--- config.mk ---
export PLATFORM = sky130hd
export DESIGN_NAME = hsv_blob_tracker
export DESIGN_NICKNAME = d
export VERILOG_FILES = /design/src/rtl/hsv_blob_pkg.sv /design/src/rtl/hsv_blob_tracker_seq_divider.sv /design/src/rtl/hsv_blob_tracker.sv
export SDC_FILE = /design/constraint.sdc
export NUM_CORES = 1
export LEC_CHECK = 0
export CAP_MARGIN = 5
export CORE_MARGIN = 3
export CORE_UTILIZATION = 40
export DETAILED_ROUTE_END_ITERATION = 10
export GPL_TIMING_DRIVEN = 0
export PLACE_DENSITY = 0.56
export SLEW_MARGIN = 20
export SYNTH_ARGS = -nofsm -noshare
export SYNTH_HDL_FRONTEND = slang
export SYNTH_SLANG_ARGS = --single-unit
export TNS_END_PERCENT = 10
--- constraint.sdc ---
create_clock -name clk -period 13.9 [get_ports clk]
set_input_delay 2.78 -clock clk [delete_from_list [all_inputs] [get_ports clk]]
set_output_delay 2.78 -clock clk [all_outputs]
set_load 0.01 [all_outputs]
--- src/rtl/hsv_blob_pkg.sv ---
// Shared constants, result record and FSM encoding for the HSV blob tracker.
package hsv_blob_pkg;

    localparam int unsigned CW        = 13;
    localparam int unsigned SUM_W     = 28;
    localparam int unsigned CNT_W     = 19;
    localparam int unsigned COLS      = 640;
    localparam int unsigned ROWS      = 480;
    localparam int unsigned MIN_COUNT = 64;
    localparam int unsigned CX_W      = 10;
    localparam int unsigned CY_W      = 9;

    typedef enum logic [1:0] {
        IDLE,
        DIV,
        PUBLISH
    } tracker_state_t;

    typedef struct packed {
        logic             found;
        logic [CX_W-1:0]  cx;
        logic [CY_W-1:0]  cy;
        logic [CW-1:0]    x_min;
        logic [CW-1:0]    x_max;
        logic [CW-1:0]    y_min;
        logic [CW-1:0]    y_max;
        logic [CNT_W-1:0] count;
    } blob_result_t;

endpackage

--- src/rtl/hsv_blob_tracker_seq_divider.sv ---
// Restoring unsigned divider: one quotient bit per cycle, DIVIDEND_W cycles per divide.
// done is high during the cycle that computes the final bit; quotient is complete the cycle after.
module seq_divider
    import hsv_blob_pkg::*;
#(
    parameter int unsigned DIVIDEND_W = SUM_W,
    parameter int unsigned DIVISOR_W  = CNT_W
) (
    input  logic                  clk,
    input  logic                  reset_n,
    input  logic                  start,
    input  logic [DIVIDEND_W-1:0] dividend,
    input  logic [DIVISOR_W-1:0]  divisor,
    output logic [DIVIDEND_W-1:0] quotient,
    output logic                  done
);

    localparam int unsigned STEP_W = $clog2(DIVIDEND_W);

    logic [DIVIDEND_W-1:0] quot_q, quot_d;
    logic [DIVISOR_W-1:0]  rem_q, rem_d;
    logic [DIVISOR_W-1:0]  dvsr_q, dvsr_d;
    logic [STEP_W-1:0]     step_q, step_d;
    logic                  run_q, run_d;
    logic [DIVISOR_W:0]    trial;
    logic [DIVISOR_W:0]    diff;

    always_comb begin
        quot_d = quot_q;
        rem_d  = rem_q;
        dvsr_d = dvsr_q;
        step_d = step_q;
        run_d  = run_q;
        trial  = {rem_q, quot_q[DIVIDEND_W-1]};
        diff   = trial - {1'b0, dvsr_q};
        done   = run_q && (step_q == STEP_W'(DIVIDEND_W - 1));

        if (start) begin
            quot_d = dividend;
            rem_d  = '0;
            dvsr_d = divisor;
            step_d = '0;
            run_d  = 1'b1;
        end else if (run_q) begin
            // Dividend bits shift out of the top while quotient bits shift in below.
            if (trial >= {1'b0, dvsr_q}) begin
                rem_d  = diff[DIVISOR_W-1:0];
                quot_d = {quot_q[DIVIDEND_W-2:0], 1'b1};
            end else begin
                rem_d  = trial[DIVISOR_W-1:0];
                quot_d = {quot_q[DIVIDEND_W-2:0], 1'b0};
            end
            step_d = step_q + 1'b1;
            if (done) begin
                run_d = 1'b0;
            end
        end
    end

    always_ff @(posedge clk) begin
        if (!reset_n) begin
            quot_q <= '0;
            rem_q  <= '0;
            dvsr_q <= '0;
            step_q <= '0;
            run_q  <= 1'b0;
        end else begin
            quot_q <= quot_d;
            rem_q  <= rem_d;
            dvsr_q <= dvsr_d;
            step_q <= step_d;
            run_q  <= run_d;
        end
    end

    assign quotient = quot_q;

endmodule

--- src/rtl/hsv_blob_tracker.sv ---
// Per-frame colour-window blob tracker: count, bbox and centroid of matching HSV pixels.
// Optional bbox/crosshair overlay output under `HSV_BLOB_OVERLAY_EN.
module hsv_blob_tracker #(
    parameter int unsigned COLS      = hsv_blob_pkg::COLS,
    parameter int unsigned ROWS      = hsv_blob_pkg::ROWS,
    parameter int unsigned CW        = hsv_blob_pkg::CW,
    parameter int unsigned SUM_W     = hsv_blob_pkg::SUM_W,
    parameter int unsigned CNT_W     = hsv_blob_pkg::CNT_W,
    parameter int unsigned MIN_COUNT = hsv_blob_pkg::MIN_COUNT
) (
    input  logic               clk,
    input  logic               reset_n,
    input  logic               pix_valid,
    input  logic [CW-1:0]      row,
    input  logic [CW-1:0]      col,
    input  logic signed [13:0] H_in,
    input  logic [7:0]         S_in,
    input  logic [7:0]         V_in,
    input  logic               VGA_VS,
    input  logic signed [13:0] h_lo,
    input  logic signed [13:0] h_hi,
    input  logic [7:0]         s_min,
    input  logic [7:0]         v_min,
    output logic               obj_found,
    output logic [9:0]         cx,
    output logic [8:0]         cy,
    output logic [CW-1:0]      x_min,
    output logic [CW-1:0]      x_max,
    output logic [CW-1:0]      y_min,
    output logic [CW-1:0]      y_max,
    output logic [CNT_W-1:0]   pix_count,
    output logic               result_valid,
    output logic               busy
`ifdef HSV_BLOB_OVERLAY_EN
    ,
    output logic               overlay
`endif
);

    import hsv_blob_pkg::tracker_state_t;
    import hsv_blob_pkg::blob_result_t;
    import hsv_blob_pkg::IDLE;
    import hsv_blob_pkg::DIV;
    import hsv_blob_pkg::PUBLISH;
    import hsv_blob_pkg::CX_W;
    import hsv_blob_pkg::CY_W;

    localparam logic [CW-1:0] XMIN_INIT = CW'(COLS - 1);
    localparam logic [CW-1:0] YMIN_INIT = CW'(ROWS - 1);

    tracker_state_t   state_q, state_d;
    logic             vs_q;
    logic             frame_edge;
    logic             pix_match;
    logic             publish;

    logic [CNT_W-1:0] cnt_q, cnt_d;
    logic [SUM_W-1:0] sx_q, sx_d, sy_q, sy_d;
    logic [SUM_W:0]   sx_sum, sy_sum;
    logic [CW-1:0]    xmin_q, xmin_d, xmax_q, xmax_d;
    logic [CW-1:0]    ymin_q, ymin_d, ymax_q, ymax_d;

    logic [CNT_W-1:0] snap_cnt_q;
    logic [CW-1:0]    snap_xmin_q, snap_xmax_q, snap_ymin_q, snap_ymax_q;

    blob_result_t     res_q, res_d;
    logic             result_valid_q;

    logic [SUM_W-1:0] quot_x, quot_y;
    logic             done_x, done_y;

    assign frame_edge = vs_q && !VGA_VS;

    assign pix_match = pix_valid
                    && (row < CW'(ROWS)) && (col < CW'(COLS))
                    && (H_in >= h_lo) && (H_in <= h_hi)
                    && (S_in >= s_min) && (V_in >= v_min);

    // Edge clears first, so a pixel matching in the edge cycle seeds the new frame.
    always_comb begin
        cnt_d  = frame_edge ? '0        : cnt_q;
        sx_d   = frame_edge ? '0        : sx_q;
        sy_d   = frame_edge ? '0        : sy_q;
        xmin_d = frame_edge ? XMIN_INIT : xmin_q;
        xmax_d = frame_edge ? '0        : xmax_q;
        ymin_d = frame_edge ? YMIN_INIT : ymin_q;
        ymax_d = frame_edge ? '0        : ymax_q;
        sx_sum = {1'b0, sx_d} + (SUM_W + 1)'(col);
        sy_sum = {1'b0, sy_d} + (SUM_W + 1)'(row);

        if (pix_match) begin
            if (cnt_d != '1) begin
                cnt_d = cnt_d + 1'b1;
            end
            sx_d = sx_sum[SUM_W] ? '1 : sx_sum[SUM_W-1:0];
            sy_d = sy_sum[SUM_W] ? '1 : sy_sum[SUM_W-1:0];
            if (col < xmin_d) xmin_d = col;
            if (col > xmax_d) xmax_d = col;
            if (row < ymin_d) ymin_d = row;
            if (row > ymax_d) ymax_d = row;
        end
    end

    always_comb begin
        state_d = state_q;
        publish = 1'b0;
        unique case (state_q)
            IDLE: begin
                if (frame_edge) state_d = DIV;
            end
            DIV: begin
                if (!frame_edge && done_x && done_y) state_d = PUBLISH;
            end
            PUBLISH: begin
                if (frame_edge) begin
                    state_d = DIV;
                end else begin
                    publish = 1'b1;
                    state_d = IDLE;
                end
            end
            default: state_d = IDLE;
        endcase
    end

    // Quotients only matter for found blobs; divide-by-zero garbage is masked here.
    always_comb begin
        res_d = res_q;
        if (publish) begin
            res_d       = '0;
            res_d.count = snap_cnt_q;
            if (snap_cnt_q >= CNT_W'(MIN_COUNT)) begin
                res_d.found = 1'b1;
                res_d.cx    = (|quot_x[SUM_W-1:CX_W]) ? '1 : quot_x[CX_W-1:0];
                res_d.cy    = (|quot_y[SUM_W-1:CY_W]) ? '1 : quot_y[CY_W-1:0];
                res_d.x_min = snap_xmin_q;
                res_d.x_max = snap_xmax_q;
                res_d.y_min = snap_ymin_q;
                res_d.y_max = snap_ymax_q;
            end
        end
    end

    always_ff @(posedge clk) begin
        if (!reset_n) begin
            state_q        <= IDLE;
            vs_q           <= 1'b0;
            cnt_q          <= '0;
            sx_q           <= '0;
            sy_q           <= '0;
            xmin_q         <= XMIN_INIT;
            xmax_q         <= '0;
            ymin_q         <= YMIN_INIT;
            ymax_q         <= '0;
            snap_cnt_q     <= '0;
            snap_xmin_q    <= '0;
            snap_xmax_q    <= '0;
            snap_ymin_q    <= '0;
            snap_ymax_q    <= '0;
            res_q          <= '0;
            result_valid_q <= 1'b0;
        end else begin
            state_q        <= state_d;
            vs_q           <= VGA_VS;
            cnt_q          <= cnt_d;
            sx_q           <= sx_d;
            sy_q           <= sy_d;
            xmin_q         <= xmin_d;
            xmax_q         <= xmax_d;
            ymin_q         <= ymin_d;
            ymax_q         <= ymax_d;
            res_q          <= res_d;
            result_valid_q <= publish;
            if (frame_edge) begin
                snap_cnt_q  <= cnt_q;
                snap_xmin_q <= xmin_q;
                snap_xmax_q <= xmax_q;
                snap_ymin_q <= ymin_q;
                snap_ymax_q <= ymax_q;
            end
        end
    end

    seq_divider #(
        .DIVIDEND_W (SUM_W),
        .DIVISOR_W  (CNT_W)
    ) u_div_x (
        .clk      (clk),
        .reset_n  (reset_n),
        .start    (frame_edge),
        .dividend (sx_q),
        .divisor  (cnt_q),
        .quotient (quot_x),
        .done     (done_x)
    );

    seq_divider #(
        .DIVIDEND_W (SUM_W),
        .DIVISOR_W  (CNT_W)
    ) u_div_y (
        .clk      (clk),
        .reset_n  (reset_n),
        .start    (frame_edge),
        .dividend (sy_q),
        .divisor  (cnt_q),
        .quotient (quot_y),
        .done     (done_y)
    );

    assign obj_found    = res_q.found;
    assign cx           = res_q.cx;
    assign cy           = res_q.cy;
    assign x_min        = res_q.x_min;
    assign x_max        = res_q.x_max;
    assign y_min        = res_q.y_min;
    assign y_max        = res_q.y_max;
    assign pix_count    = res_q.count;
    assign result_valid = result_valid_q;
    assign busy         = (state_q == DIV);

`ifdef HSV_BLOB_OVERLAY_EN
    logic overlay_q, overlay_d;
    logic in_x, in_y, on_hedge, on_vedge, on_cross;

    always_comb begin
        in_x      = (col >= res_q.x_min) && (col <= res_q.x_max);
        in_y      = (row >= res_q.y_min) && (row <= res_q.y_max);
        on_hedge  = ((row == res_q.y_min) || (row == res_q.y_max)) && in_x;
        on_vedge  = ((col == res_q.x_min) || (col == res_q.x_max)) && in_y;
        on_cross  = ((row == CW'(res_q.cy)) || (col == CW'(res_q.cx))) && in_x && in_y;
        overlay_d = pix_valid && res_q.found && (on_hedge || on_vedge || on_cross);
    end

    always_ff @(posedge clk) begin
        if (!reset_n) begin
            overlay_q <= 1'b0;
        end else begin
            overlay_q <= overlay_d;
        end
    end

    assign overlay = overlay_q;
`endif

endmodule

[After elaboration in Yosys (flattened, before gate mapping)]
Index checks and enable logic that the tools add are counted.
W data, S select, Z words.
Word-level totals
  flip-flop bits (word level): 399
  input port bits: 104
  output and inout port bits: 93
  logic and storage cells: 123
Cells by class
  add/subtract/negate cells: 7
  magnitude comparators: 13
  eq/ne operators: 7
  multiplexer cells: 44
  bitwise operators: 1
  reduce and logical (&&, ||, !) cells: 20
Operator list (count)
  $mux W28: 10
  $mux W13: 12
  $mux W19: 5
  $mux W72: 1
  $add A28 B13 Y29: 2
  $ge A20 B19 Y1: 2
  $sub A19 B19 Y19: 2
  $gt A13 B13 Y1: 2
  $lt A13 B13 Y1: 2
  $add A19 B1 Y19 const B: 1
  $ge A19 B7 Y1 const B: 1
  $ne A19 B19 Y1 const B: 1
  $reduce_or A19 Y1: 1
  $reduce_or A18 Y1: 1
  $ge A8 B8 Y1: 2
  $ge A14 B14 Y1: 1
  $le A14 B14 Y1: 1
  $lt A13 B10 Y1 const B: 1
  $lt A13 B9 Y1 const B: 1
  $logic_and A1 B1 Y1: 11
  $mux W1: 11
  $add A5 B1 Y5 const B: 2
  $eq A5 B5 Y1 const B: 2
  $mux W10: 1
  13 further kinds: 16

[Logic depth before layout (Yosys ltp)]
  depth in word-level cells: 8
  depth in mapped cells: 17
  mapped depth without buffers: 13

[By module]
A second synthesis with hierarchy kept.
Unflattened totals
  cell total of the unflattened synthesis: 2804
  area total of the unflattened synthesis: 23134.7 um^2
Modules (own cells, without submodules)
  hsv_blob_tracker: instances 1, cells an instance 1818, area each 14641.5 um^2, sequential area each 5865.6 um^2
  seq_divider (u_div_y): instances 1, cells an instance 485, area each 4264.1 um^2, sequential area each 1441.4 um^2
  seq_divider (u_div_x): instances 1, cells an instance 501, area each 4229.1 um^2, sequential area each 1441.4 um^2

[Worst setup path before layout]
OpenSTA, ideal clock, no wires.
  path type: input -> register
  start: input port VGA_VS
  end: register xmax_q[6]
  library setup time: 0.071 ns
  arrival time: 6.306 ns
  required time: 13.829 ns
  setup slack: 7.523 ns
  cell stages on the path: 16
  path buffers: 5
  cell sequence: or2b_1 -> clkbuf_1 -> clkbuf_1 -> clkbuf_1 -> buf_1 -> nand2_1 -> ha_1 -> a21o_1 -> a21o_1 -> a2111oi_0 -> o31ai_1 -> a221oi_1 -> or3_1 -> clkbuf_1 -> nand3_1 -> a21oi_1
Between the ends
  word-level cells in the longest chain between the ends: 6
RTL lines
  start: declaration: line hsv_blob_tracker.sv:19  | input logic VGA_VS,
  $logic_not A1 Y1 *: line hsv_blob_tracker.sv:72  | assign frame_edge = vs_q && !VGA_VS;
  $logic_and A1 B1 Y1 *: line hsv_blob_tracker.sv:72
  $mux W13 *: line hsv_blob_tracker.sv:85  | xmax_d = frame_edge ? '0 : xmax_q;
  $gt A13 B13 Y1: line hsv_blob_tracker.sv:98  | if (col > xmax_d) xmax_d = col;
  $mux W13: line hsv_blob_tracker.sv:98
  $mux W13 *: line hsv_blob_tracker.sv:91  | if (pix_match) begin
  end signal: assignment: line hsv_blob_tracker.sv:169  | xmax_q <= xmax_d;
  end: declaration: line hsv_blob_tracker.sv:60  | logic [CW-1:0] xmin_q, xmin_d, xmax_q, xmax_d;
Mark *: on every way between the ends. The rest lies on a longest branch, timed or not.
A chain may end at the register's enable or synchronous reset.

[Final worst setup path]
  start: input port VGA_VS
  end: register xmax_q[8]
Same word-level chain as after synthesis.

==> reports/metrics.yaml <==
drt-total-wl_um: 68800
grt_pass1_vias: 18500
ant_nets: 0
swShare: 0.270
synth_edf_count: 0
areaGrowthSynthToFinish_pct: 20.6
min_period_over_period: 0.572
setup-tns-final_ns: 0
dieArea_um2: 55200
min_path_type: "register to register"
cts_setup_buffers: 0
drt-pass1-iter-count: 5
synthMostInstantiatedCell: "dfxtp_1"
start_util: 0.407
fp.dieW_um: 235
cts_tree: "yes"
avgSynthCellArea_um2: 8.25
io_buffer_count: 196
wl_per_cell_um: 19.6
required_ns: 14.41
reg2regPathDepth: 16
cp_max_fo: 10
diodes: 0
grt_antenna_before_repair: 0
clock.fmax_ghz: 0.126
fin_worst_skew_ns: 0.0293
clkPwrFrac: 0.435
grt_pass1_wl_um: 105000
grt_max_degree: 13
async_flop_share: 0
clock_latency_ns: 0.59
worstPathCellList: "clkdlybuf4s50_1 > or2b_1 > clkbuf_1 > clkbuf_1 > clkbuf_1 > buf_1 > nand2_1 > ha_1 > a21o_1 > a21o_1 > a2111oi_0 > o31ai_1 > a221oi_1 > or3_1 > clkbuf_1 > nand3_1 > a21oi_1"
critPathMaxStageDelay_ns: 0.73
ys_types: 74
yosysWarningCount: 0
slowest_stage: "clkbuf_1"
yosys.area_share.adder: 0.0998
grt_usage: 0.239
vdd_drop_max_mv: 0.0903
leakage_uw: 0.00970
cts_hold_buffers: 0
combinationalPowerShare: 0.137
rsz0062_at_grt: "no"
cts_buffers: 46
synth-simple-area-share: 0.195
cp_common_cell: "clkbuf_1"
setup_viol: 0
synthFlopType: "dfxtp_1"
utilization: 0.490
synth_top_family_by_area: "compound AO/OA/AOI/OAI gates"
syn_area_um2: 21000
cts_max_path_buffers: 3
hold_viol_final: 0
fin_crit_ns: 7.94
io_pins: 197
path_class: "input pin to register"
clk_pin_slew_ns: 0.06
p_sw_uw: 741
worstSetupEndpointType: "register"
fp-row-count: 83
grt_overflow: 0
drc: 0
report.final.slew_viol_count: 0
viasPerCell: 5.53
cts-root-buf: "clkbuf_16"
synth_top_area_cell: "dfxtp_1"
start_kind: "input pin"
die_y_um: 235
syn_inst: 2543
outcome: "finished clean"
arrival_ns: 8.45
synth_common_cells: "399 x dfxtp_1, 304 x nand2_1, 270 x nor2_1"
drive_above_1_share: 0.0457
fin_nets: 3057
cts.sink_count: 399
syn_nets: 2812
worst_slew_pin_slew_ns: 1.18
p_int_uw: 2000
via_count: 19400
synthXorXnorAreaFrac: 0.0326
gp_congestion: 0.891
p_seq_frac: 0.428
drtIter0Drc: 1495
htree_levels: 2
hpwl_um: 52800
cap_violations: 0
synth_compound_area_frac: 0.197
whs_path_depth: 2
synth_top_area_frac: 0.381
synthMuxAreaShare: 0.0469
cts-resized-gates: 0
max-slew-margin-rel: 0.214
core_um2: 51600
ys_ff_latch: 399
synth.area.top_cells: "dfxtp_1 38%, ha_1 9.6%, nand2_1 5.4%"
ys_seq_area_frac: 0.381
p_per_area_nw_per_um2: 109
## logic make-up after synthesis
kind of cell | after synthesis
and+or+nand+nor | 891
buffers and inverters | 261
adders and majority gates | 165
xor gates and xnor gates | 78
DFF | 399
muxes | 95
AOI/OAI and AO/OA | 654
## state kept, by name, indices dropped and copies added, names as in the netlist, 10 cells and up
name / cells
snap_ymin_q: 13
pix_count: 19
snap_xmin_q: 13
sx_q: 28
sy_q: 28
u_div_x.quotient: 28
snap_xmax_q: 13
y_max: 13
snap_ymax_q: 13
x_max: 13
u_div_y.quotient: 28
u_div_y.dvsr_q: 19
y_min: 13
ymax_q: 13
cx: 10
ymin_q: 13
xmax_q: 13
xmin_q: 13
cnt_q: 19
u_div_x.rem_q: 19
u_div_y.rem_q: 19
x_min: 13
## path summary, 6_finish.rpt
check                           slack, ns              to           start
worst max-delay path                 5.96       xmax_q[8]          VGA_VS
worst min-delay path                 0.45  snap_xmax_q[9]  snap_xmax_q[9]
worst max register to register       8.34       xmax_q[8]            vs_q
worst min register to register       0.45  snap_xmax_q[9]  snap_xmax_q[9]
## per-layer routing
metal,share of wire,GRT usage
met5,0,0
met4,0.026,0.0684
met3,0.058,0.0390
met2,0.45,0.390
met1,0.46,0.325
## power by group through the flow
| stage | Clock [uW] | Sequential, uW | Combinational, uW |
|---|---|---|---|
| floorplan | 0 | 1200 | 243 |
| global placement | 0 | 1200 | 366 |
| detailed placement | 0 | 1200 | 371 |
| CTS | 1220 | 1180 | 374 |
| global route | 1260 | 1180 | 414 |
| finish | 1190 | 1180 | 377 |
## layout by cell type (no fill, tap or decap), drive strengths merged, types with 53 or more instances in the layout
master | netlist | layout
a211oi | 84 | 84
inv | 113 | 115
o21ai | 128 | 128
nand2 | 304 | 304
a21oi | 226 | 226
a22oi | 53 | 53
nor2 | 271 | 271
mux2i | 68 | 68
clkbuf | 115 | 183
ha | 161 | 161
clkdlybuf4s50 | 0 | 196
nor3 | 55 | 55
dfxtp | 399 | 399
## critical path, delay by kind of cell
kind | cells | cell delay (ns)
compound gates | 6 | 1.64
fa+ha+maj | 1 | 0.31
simple gates | 4 | 0.65
buf+inv | 6 | 3.04
## cell type report
type                            instances  area (um2)
Inverter                              113         424
Buffer                                148         593
Fill cell                            4956       26300
Tap cell                              680         851
Timing Repair Buffer                  197        1980
Clock inverter                         12         118
Multi-Input combinational cell       1883       12000
Clock buffer                           68        1360
Sequential cell                       399        7990
## through the flow
stage                     power (uW)  setup WS [ns]  cell area, um2  hold WS, ns  std cells
after floorplan                 1440           7.52           21000        0.425       2543
after global placement          1570           5.44           23800        0.443       3419
after detailed placement        1570           5.47           23800        0.446       3420
after CTS                       2760           6.03           25300        0.454       3500
after global routing            2850           5.55           25300        0.473       3500
final                           2740           5.96           25300        0.453       3500
(Power assumes the default switching activity.)
